===== config.mk =====
export PLATFORM = sky130hd
export DESIGN_NAME = cache_tag_array
export DESIGN_NICKNAME = d
export VERILOG_FILES = /design/src/rtl/cache_pkg.sv /design/src/rtl/cache_tag_way.sv /design/src/rtl/cache_tag_array.sv
export SDC_FILE = /design/constraint.sdc
export NUM_CORES = 1
export LEC_CHECK = 0
export BUFFER_PORTS_ARGS = -buffer_cell sky130_fd_sc_hd__buf_2
export CAP_MARGIN = 20
export CORE_ASPECT_RATIO = 0.75
export CORE_MARGIN = 2
export CORE_UTILIZATION = 55
export DETAILED_ROUTE_END_ITERATION = 10
export HOLD_SLACK_MARGIN = 0.12
export PLACE_DENSITY = 0.73
export SYNTH_ARGS = -nofsm -noshare
export SYNTH_HDL_FRONTEND = slang
export SYNTH_SLANG_ARGS = --single-unit

===== constraint.sdc =====
create_clock -name clk -period 4.8 [get_ports clk]
set_clock_uncertainty 0.05 [all_clocks]
set_input_delay 0 -clock clk [delete_from_list [all_inputs] [get_ports clk]]
set_output_delay 0 -clock clk [all_outputs]
set_load 0.005 [all_outputs]

===== src/rtl/cache_pkg.sv =====
// Package cache_pkg
// Shared defaults, derived-size helpers and flush FSM encodings for the
// set-associative tag store (cache_tag_array and cache_tag_way).
package cache_pkg;

    localparam int TAG_W_DEF   = 14;
    localparam int INDEX_W_DEF = 4;
    localparam int WAYS_DEF    = 2;

    typedef enum logic {
        ST_IDLE  = 1'b0,
        ST_FLUSH = 1'b1
    } flush_state_e;

    // Way-select width; a direct-mapped store still needs a 1-bit way field.
    function automatic int way_width(input int ways);
        return (ways > 1) ? $clog2(ways) : 1;
    endfunction

    function automatic int num_sets(input int index_w);
        return 1 << index_w;
    endfunction

endpackage


===== src/rtl/cache_tag_way.sv =====
// Module cache_tag_way
// One way of the tag store: per-set tag + valid bit (+ even-parity bit when
// CACHE_TAG_PARITY_EN is defined), with three independent compare ports.
// Ports:
//   clk, rst                     clock / asynchronous active-low reset
//   lk_index, lk_tag -> lk_match valid & tag equal (& parity good)
//   lk_par_bad                   valid entry at lk_index has bad parity (parity build only)
//   fill_index, fill_tag         fill_match (valid & equal), fill_valid (entry valid)
//   inv_index, inv_tag           inv_match (valid & equal)
//   wr_en                        write fill_tag into fill_index, set valid
//   clr_en, clr_index            clear valid at clr_index (invalidate or flush)
module cache_tag_way import cache_pkg::*; #(
    parameter int TAG_W   = TAG_W_DEF,
    parameter int INDEX_W = INDEX_W_DEF
) (
    input  logic               clk,
    input  logic               rst,
    input  logic [INDEX_W-1:0] lk_index,
    input  logic [TAG_W-1:0]   lk_tag,
    output logic               lk_match,
`ifdef CACHE_TAG_PARITY_EN
    output logic               lk_par_bad,
`endif
    input  logic [INDEX_W-1:0] fill_index,
    input  logic [TAG_W-1:0]   fill_tag,
    output logic               fill_match,
    output logic               fill_valid,
    input  logic [INDEX_W-1:0] inv_index,
    input  logic [TAG_W-1:0]   inv_tag,
    output logic               inv_match,
    input  logic               wr_en,
    input  logic               clr_en,
    input  logic [INDEX_W-1:0] clr_index
);

    localparam int SETS = num_sets(INDEX_W);

    logic [TAG_W-1:0] tag_mem [SETS];
    logic [SETS-1:0]  valid;

    // NOTE: this array is built from flops, not an SRAM macro, so it can be
    // reset; tags are cleared along with valid bits so post-reset state is fully defined.
    always_ff @(posedge clk or negedge rst) begin
        if (!rst) begin
            valid <= '0;
            for (int s = 0; s < SETS; s++) tag_mem[s] <= '0;
        end else if (wr_en) begin
            valid[fill_index]   <= 1'b1;
            tag_mem[fill_index] <= fill_tag;
        end else if (clr_en) begin
            valid[clr_index] <= 1'b0;
        end
    end

`ifdef CACHE_TAG_PARITY_EN
    logic [SETS-1:0] par_mem;

    always_ff @(posedge clk or negedge rst) begin
        if (!rst)       par_mem <= '0;
        else if (wr_en) par_mem[fill_index] <= ^fill_tag;
    end

    // A corrupted entry must never report a hit, even if its tag happens to match.
    assign lk_par_bad = valid[lk_index] & (par_mem[lk_index] != ^tag_mem[lk_index]);
    assign lk_match   = valid[lk_index] & (tag_mem[lk_index] == lk_tag) & ~lk_par_bad;
`else
    assign lk_match   = valid[lk_index] & (tag_mem[lk_index] == lk_tag);
`endif

    assign fill_valid = valid[fill_index];
    assign fill_match = valid[fill_index] & (tag_mem[fill_index] == fill_tag);
    assign inv_match  = valid[inv_index] & (tag_mem[inv_index] == inv_tag);

endmodule


===== src/rtl/cache_tag_array.sv =====
// Module cache_tag_array
// N-way set-associative tag store: registered lookup, victim selection on
// fill (lowest invalid way, else per-set round-robin), single-line invalidate
// and a one-set-per-cycle flush walk.
// Optional feature macro: CACHE_TAG_PARITY_EN (per-tag even parity, par_err).
// Ports:
//   clk, rst                          clock / asynchronous active-low reset
//   lk_en, lk_index, lk_tag           lookup request
//   hit, hit_way, lk_done             registered lookup result
//   fill_en, fill_index, fill_tag     fill request; fill_way = chosen way (comb)
//   inv_en, inv_index, inv_tag        invalidate one line
//   flush_req, busy, flush_done       invalidate-all walk
//   par_err                           registered parity error (0 without parity)
module cache_tag_array import cache_pkg::*; #(
    parameter int TAG_W   = TAG_W_DEF,
    parameter int INDEX_W = INDEX_W_DEF,
    parameter int WAYS    = WAYS_DEF,
    parameter int WAY_W   = way_width(WAYS)
) (
    input  logic               clk,
    input  logic               rst,
    input  logic               lk_en,
    input  logic [INDEX_W-1:0] lk_index,
    input  logic [TAG_W-1:0]   lk_tag,
    output logic               hit,
    output logic [WAY_W-1:0]   hit_way,
    output logic               lk_done,
    input  logic               fill_en,
    input  logic [INDEX_W-1:0] fill_index,
    input  logic [TAG_W-1:0]   fill_tag,
    output logic [WAY_W-1:0]   fill_way,
    input  logic               inv_en,
    input  logic [INDEX_W-1:0] inv_index,
    input  logic [TAG_W-1:0]   inv_tag,
    input  logic               flush_req,
    output logic               busy,
    output logic               flush_done,
    output logic               par_err
);

    localparam int SETS = num_sets(INDEX_W);

    flush_state_e       state, next_state;
    logic [INDEX_W-1:0] flush_cnt;
    logic [WAY_W-1:0]   rr_ptr [SETS];

    logic [WAYS-1:0] lk_match_vec, fill_match_vec, fill_valid_vec, inv_match_vec;
    logic [WAYS-1:0] wr_en_vec, clr_en_vec;
    logic            fill_ok, inv_ok, use_rr, lk_hit;
    logic [INDEX_W-1:0] clr_index;
    logic [WAY_W-1:0]   lk_way;
`ifdef CACHE_TAG_PARITY_EN
    logic [WAYS-1:0] lk_par_bad_vec;
`endif

    assign busy      = (state == ST_FLUSH);
    assign fill_ok   = fill_en & ~busy;
    assign inv_ok    = inv_en & ~fill_en & ~busy;
    assign clr_index = busy ? flush_cnt : inv_index;
    assign lk_hit    = lk_en & ~busy & (|lk_match_vec);

    for (genvar w = 0; w < WAYS; w++) begin : g_way
        assign wr_en_vec[w]  = fill_ok & (fill_way == WAY_W'(w));
        // The flush walk clears every way of the current set at once.
        assign clr_en_vec[w] = busy | (inv_ok & inv_match_vec[w]);

        cache_tag_way #(.TAG_W(TAG_W), .INDEX_W(INDEX_W)) u_way (
            .clk        (clk),
            .rst        (rst),
            .lk_index   (lk_index),
            .lk_tag     (lk_tag),
            .lk_match   (lk_match_vec[w]),
`ifdef CACHE_TAG_PARITY_EN
            .lk_par_bad (lk_par_bad_vec[w]),
`endif
            .fill_index (fill_index),
            .fill_tag   (fill_tag),
            .fill_match (fill_match_vec[w]),
            .fill_valid (fill_valid_vec[w]),
            .inv_index  (inv_index),
            .inv_tag    (inv_tag),
            .inv_match  (inv_match_vec[w]),
            .wr_en      (wr_en_vec[w]),
            .clr_en     (clr_en_vec[w]),
            .clr_index  (clr_index)
        );
    end

    // Victim: rewrite an existing copy of the tag, else lowest invalid way,
    // else round-robin. Only the round-robin case advances the pointer.
    // NOTE: every output of a combinational block gets a default first so no latch is inferred.
    always_comb begin
        fill_way = rr_ptr[fill_index];
        use_rr   = 1'b1;
        if (|fill_match_vec) begin
            use_rr = 1'b0;
            for (int w = 0; w < WAYS; w++)
                if (fill_match_vec[w]) fill_way = WAY_W'(w);
        end else if (!(&fill_valid_vec)) begin
            use_rr = 1'b0;
            for (int w = WAYS - 1; w >= 0; w--)
                if (!fill_valid_vec[w]) fill_way = WAY_W'(w);
        end
    end

    // Matches are one-hot (fills never duplicate a tag), so a plain encoder suffices.
    always_comb begin
        lk_way = '0;
        for (int w = 0; w < WAYS; w++)
            if (lk_match_vec[w]) lk_way = WAY_W'(w);
    end

    always_comb begin
        next_state = state;
        case (state)
            ST_IDLE:  if (flush_req) next_state = ST_FLUSH;
            ST_FLUSH: if (&flush_cnt) next_state = ST_IDLE;
            default:  next_state = ST_IDLE;
        endcase
    end

    always_ff @(posedge clk or negedge rst) begin
        if (!rst) begin
            state      <= ST_IDLE;
            flush_cnt  <= '0;
            flush_done <= 1'b0;
        end else begin
            state      <= next_state;
            flush_cnt  <= busy ? flush_cnt + 1'b1 : '0;
            flush_done <= busy & (&flush_cnt);
        end
    end

    always_ff @(posedge clk or negedge rst) begin
        if (!rst) begin
            for (int s = 0; s < SETS; s++) rr_ptr[s] <= '0;
        end else if (busy) begin
            rr_ptr[flush_cnt] <= '0;
        end else if (fill_ok && use_rr) begin
            rr_ptr[fill_index] <= (rr_ptr[fill_index] == WAY_W'(WAYS - 1)) ? '0
                                                                          : rr_ptr[fill_index] + 1'b1;
        end
    end

    always_ff @(posedge clk or negedge rst) begin
        if (!rst) begin
            lk_done <= 1'b0;
            hit     <= 1'b0;
            hit_way <= '0;
        end else begin
            lk_done <= lk_en;
            hit     <= lk_hit;
            hit_way <= lk_hit ? lk_way : '0;
        end
    end

`ifdef CACHE_TAG_PARITY_EN
    always_ff @(posedge clk or negedge rst) begin
        if (!rst) par_err <= 1'b0;
        else      par_err <= lk_en & ~busy & (|lk_par_bad_vec);
    end
`else
    assign par_err = 1'b0;
`endif

endmodule


==> results.md <==
* Outcome: completed
* Final setup viols at 0
* Ys async rst share at 100%
* FP Rows at 76
* Tcrit/Tclk final at 89.0%
* Unrepaired setup endpoints after global routing: false
* FF-to-FF Start: g_way[0].u_way.tag_mem[67]$_DFFE_PN0P_
* Fin Hold WS at 0.162 ns
* DRT Wirelength at 101,000 um
* TritonCTS clock tree: done
* Fmax at 234 MHz
* Core area at 57,500 um2
* Top_reg_cell synth: dfrtp_1
* Postcts setup bufs at 0
* Setup slack, reg-to-reg at 0.53 ns
* Final Hold Fails at 0
* Worst path slowest cell: a2111oi_0
* CP required at between 5 and 6 ns
* EDFF count, synth at 0
* Largest net degree at the start of global routing at between 100 and 150
* Hold path startpoint: lk_en
* Hold Crit Class: input port to flip-flop
* Synth Net Count at 2,197
* Hold path cells at 3
* Sequential share of the synthesized area at 39.4%
* First DRT Iteration DRCs at about 2,800
* Post-route ant nets at 0
* Fin Setup TNS at 0 ns
* Crit Reg-Reg Endpoint: g_way[0].u_way.tag_mem[157]$_DFFE_PN0P_
* Mapped Area at 32,100 um2
* Power Dens Cells at 370 nW/um2
* Synthesis Warnings at 0
* Remaining routing DRC violations at 0
* # diodes at 0
* Placer congestion estimate at 0.986
* CTS buffer count at 52
* Maximum fanout along the worst path at 43
* Clk pin slew, worst setup/hold paths at 0.06 ns
* Startpoint types: input port
* Worst slew pin tran at 1.17 ns
* Overflow after GRT at 0
* Drt wl/cell at 33.9 um
* Clock sink count at just over 500
* Hold-critical path endpoint: hit_way$_DFF_PN0_
* Global-route wire length before repair at 152,000 um
* Initial Util at 55.7%
* CP Cell Sequence: buf_6 > nor2b_1 > a22oi_1 > nor3b_1 > a2111oi_0 > a22oi_1 > nor4_2 > buf_4 > a21oi_4 > buf_4 > nor3b_4 > buf_12 > mux2_2
* Mapped Cells at 2,133
* CP Capture Type: flip-flop
* Clk_lat worst skew at 0.63 ns
* # nets final at 2,232
* Vias per cell at 7.37
* CP max stage delay at slightly below 0.8 ns
* Die height at between 200 and 250 um
* Flip-flop and latch count after synthesis at a little over 500
* Worst reg2reg path depth at 12
* Crit Path Class: input port to flip-flop
* Routed via count at 22,000
* CTS H-tree depth at 2
* CTS Root Cell: clkbuf_16
* Mean Syn Cell Area at 15.0 um2
* Unique masters post-synth at 68
* Max-cap viol count at 0
* Leak at 15.7 nW
* Die area at 60,300 um2
* Number of global-route vias before repair at around 22,000
* Power, Total at 13.2 mW
* Share of post-route cells with drive strength above 1 at 45.6%
* Area Growth Syn to Fin at 11.7%
* Total track usage at 34.9%
* Worst vdd rail ir drop at 0.324 mV
* CTS resizes at 0
* Worst EP arrival at approximately 4.7 ns
* Die W at 283 um
* Port bufs at 65
* Initial antenna violation count at 3
* Hpwl dp at 67,900 um
* Worst slew margin at 21.7%
* Cts hold-fix bufs at 24
* I/O pin cnt at 67
* Maximum clock path buffer count at 3
* TritonRoute pass-1 iters at 7
* Min Tclk post-route at 4.27 ns
* Max-slew violation count at 0
placed cells by master (no fill, tap or decap), types with 23 or more instances in the layout:
master,instances
mux4_2,401
nor2_1,37
xnor2_1,79
buf_4,71
nand3_1,25
buf_12,42
dlygate4sd3_1,23
mux2_1,156
mux2i_1,87
dfrtp_1,505
inv_1,30
buf_2,56
o21ai_0,25
mux2_2,312
clkbuf_16,53
synth_stat cells, types with 4 or more instances:
| library cell | number | area, um2 |
|---|---|---|
| a21oi_1 | 12 | 60.1 |
| nand2b_1 | 13 | 81.3 |
| and2_1 | 4 | 25.0 |
| nand2_1 | 22 | 82.6 |
| a22oi_1 | 21 | 158 |
| nor4_4 | 7 | 149 |
| dfrtp_1 | 505 | 12600 |
| ha_1 | 4 | 50.1 |
| buf_6 | 6 | 67.6 |
| a211oi_1 | 6 | 45.0 |
| mux2_1 | 156 | 1760 |
| mux2i_1 | 87 | 871 |
| o21ai_0 | 25 | 125 |
| xor2_1 | 15 | 131 |
| a31oi_1 | 5 | 31.3 |
| mux2_2 | 312 | 3510 |
| o211ai_1 | 4 | 30.0 |
| o22a_1 | 16 | 140 |
| clkbuf_1 | 114 | 428 |
| inv_1 | 30 | 113 |
| buf_2 | 37 | 185 |
| buf_4 | 37 | 278 |
| buf_1 | 24 | 90.1 |
| mux4_2 | 401 | 9030 |
| o21ai_2 | 16 | 140 |
| nand4_1 | 15 | 93.8 |
| nand3_1 | 25 | 125 |
| xnor2_1 | 79 | 692 |
| nor2b_1 | 7 | 43.8 |
| nor2_1 | 37 | 139 |
| nor3b_1 | 5 | 37.5 |
| nor4_2 | 6 | 75.1 |
| o22ai_1 | 13 | 81.3 |
| nor4_1 | 8 | 50.1 |
| nor3_1 | 9 | 45.0 |
kinds of logic (layout without fill, tap and decap cells):
logic type	count (synthesis)	after routing	share of synthesized area [%]
mux	956	956	47.3
xor+xnor	94	94	2.57
flops	505	505	39.4
compound gates	155	155	3.58
simple gates	169	169	3.33
fa+ha+maj	4	4	0.156
buf+inv	249	325	3.63
other cells	1	1	0.0117
critical path: cells and delay by family:
family / cells / cell delay, ns
AOI/OAI and AO/OA: 4 / 1.65
and+or+nand+nor: 4 / 1.50
muxes: 1 / 0.36
buffers and inverters: 4 / 1.13
registers in the layout, summed over array words and instances, names as in the netlist:
signal,flops
flush_cnt,4
g_way.u_way.valid,32
busy,1
hit,1
g_way.u_way.tag_mem,448
rr_ptr,16
hit_way,1
flush_done,1
lk_done,1
layout make-up:
cell class,count,area (um2)
Timing Repair Buffer,199,1990
Inverter,31,116
Sequential cell,505,12600
Clock buffer,76,1490
Multi-Input combinational cell,1379,18300
Fill cell,4157,21700
Tap cell,780,976
Clock inverter,19,284
worst max path at each step:
stage,startpoint,endpoint,slack [ns],cells past startpoint
finish,fill_index[0],g_way[0].u_way.tag_mem[157]$_DFFE_PN0P_,0.53,13
floorplan,fill_index[0],g_way[0].u_way.tag_mem[102]$_DFFE_PN0P_,1.38,15
global route,g_way[0].u_way.tag_mem[59]$_DFFE_PN0P_,g_way[1].u_way.tag_mem[219]$_DFFE_PN0P_,0.46,11
detailed placement,fill_index[0],g_way[0].u_way.tag_mem[166]$_DFFE_PN0P_,0.19,13
CTS,g_way[0].u_way.tag_mem[59]$_DFFE_PN0P_,g_way[1].u_way.tag_mem[13]$_DFFE_PN0P_,0.68,11
global placement,fill_index[0],g_way[0].u_way.tag_mem[157]$_DFFE_PN0P_,0.13,13
routing by layer:
metal	vias up	GRT usage, %	wire (um)	part of all wire, %
li1	8564	-	-	-
met1	11600	51.2	39600	39
met2	1600	48.8	43400	43
met3	247	12.4	14800	15
met4	6	10.7	3500	3.5
met5	-	0	37	0.036
where the power goes:
| part | internal (mW) | switching [mW] | leakage (nW) |
|---|---|---|---|
| Combinational | 1.68 | 1.66 | 7.91 |
| Sequential | 4.91 | 0.646 | 6.96 |
| Clock | 2.53 | 1.82 | 0.872 |
per-stage QoR:
| step | cells | utilization, % | setup WS (ns) | area [um2] |
|---|---|---|---|---|
| 2_1_floorplan | 2133 | - | 1.38 | 32100 |
| 3_3_place_gp | 2869 | 58.7 | 0.132 | 33800 |
| 3_5_place_dp | 2869 | 58.7 | 0.185 | 33800 |
| 4_1_cts | 2988 | 62.2 | 0.683 | 35800 |
| 5_1_grt | 2989 | 62.3 | 0.464 | 35800 |
| 6_report | 2989 | 62.3 | 0.529 | 35800 |
(Power assumes the default switching activity.)
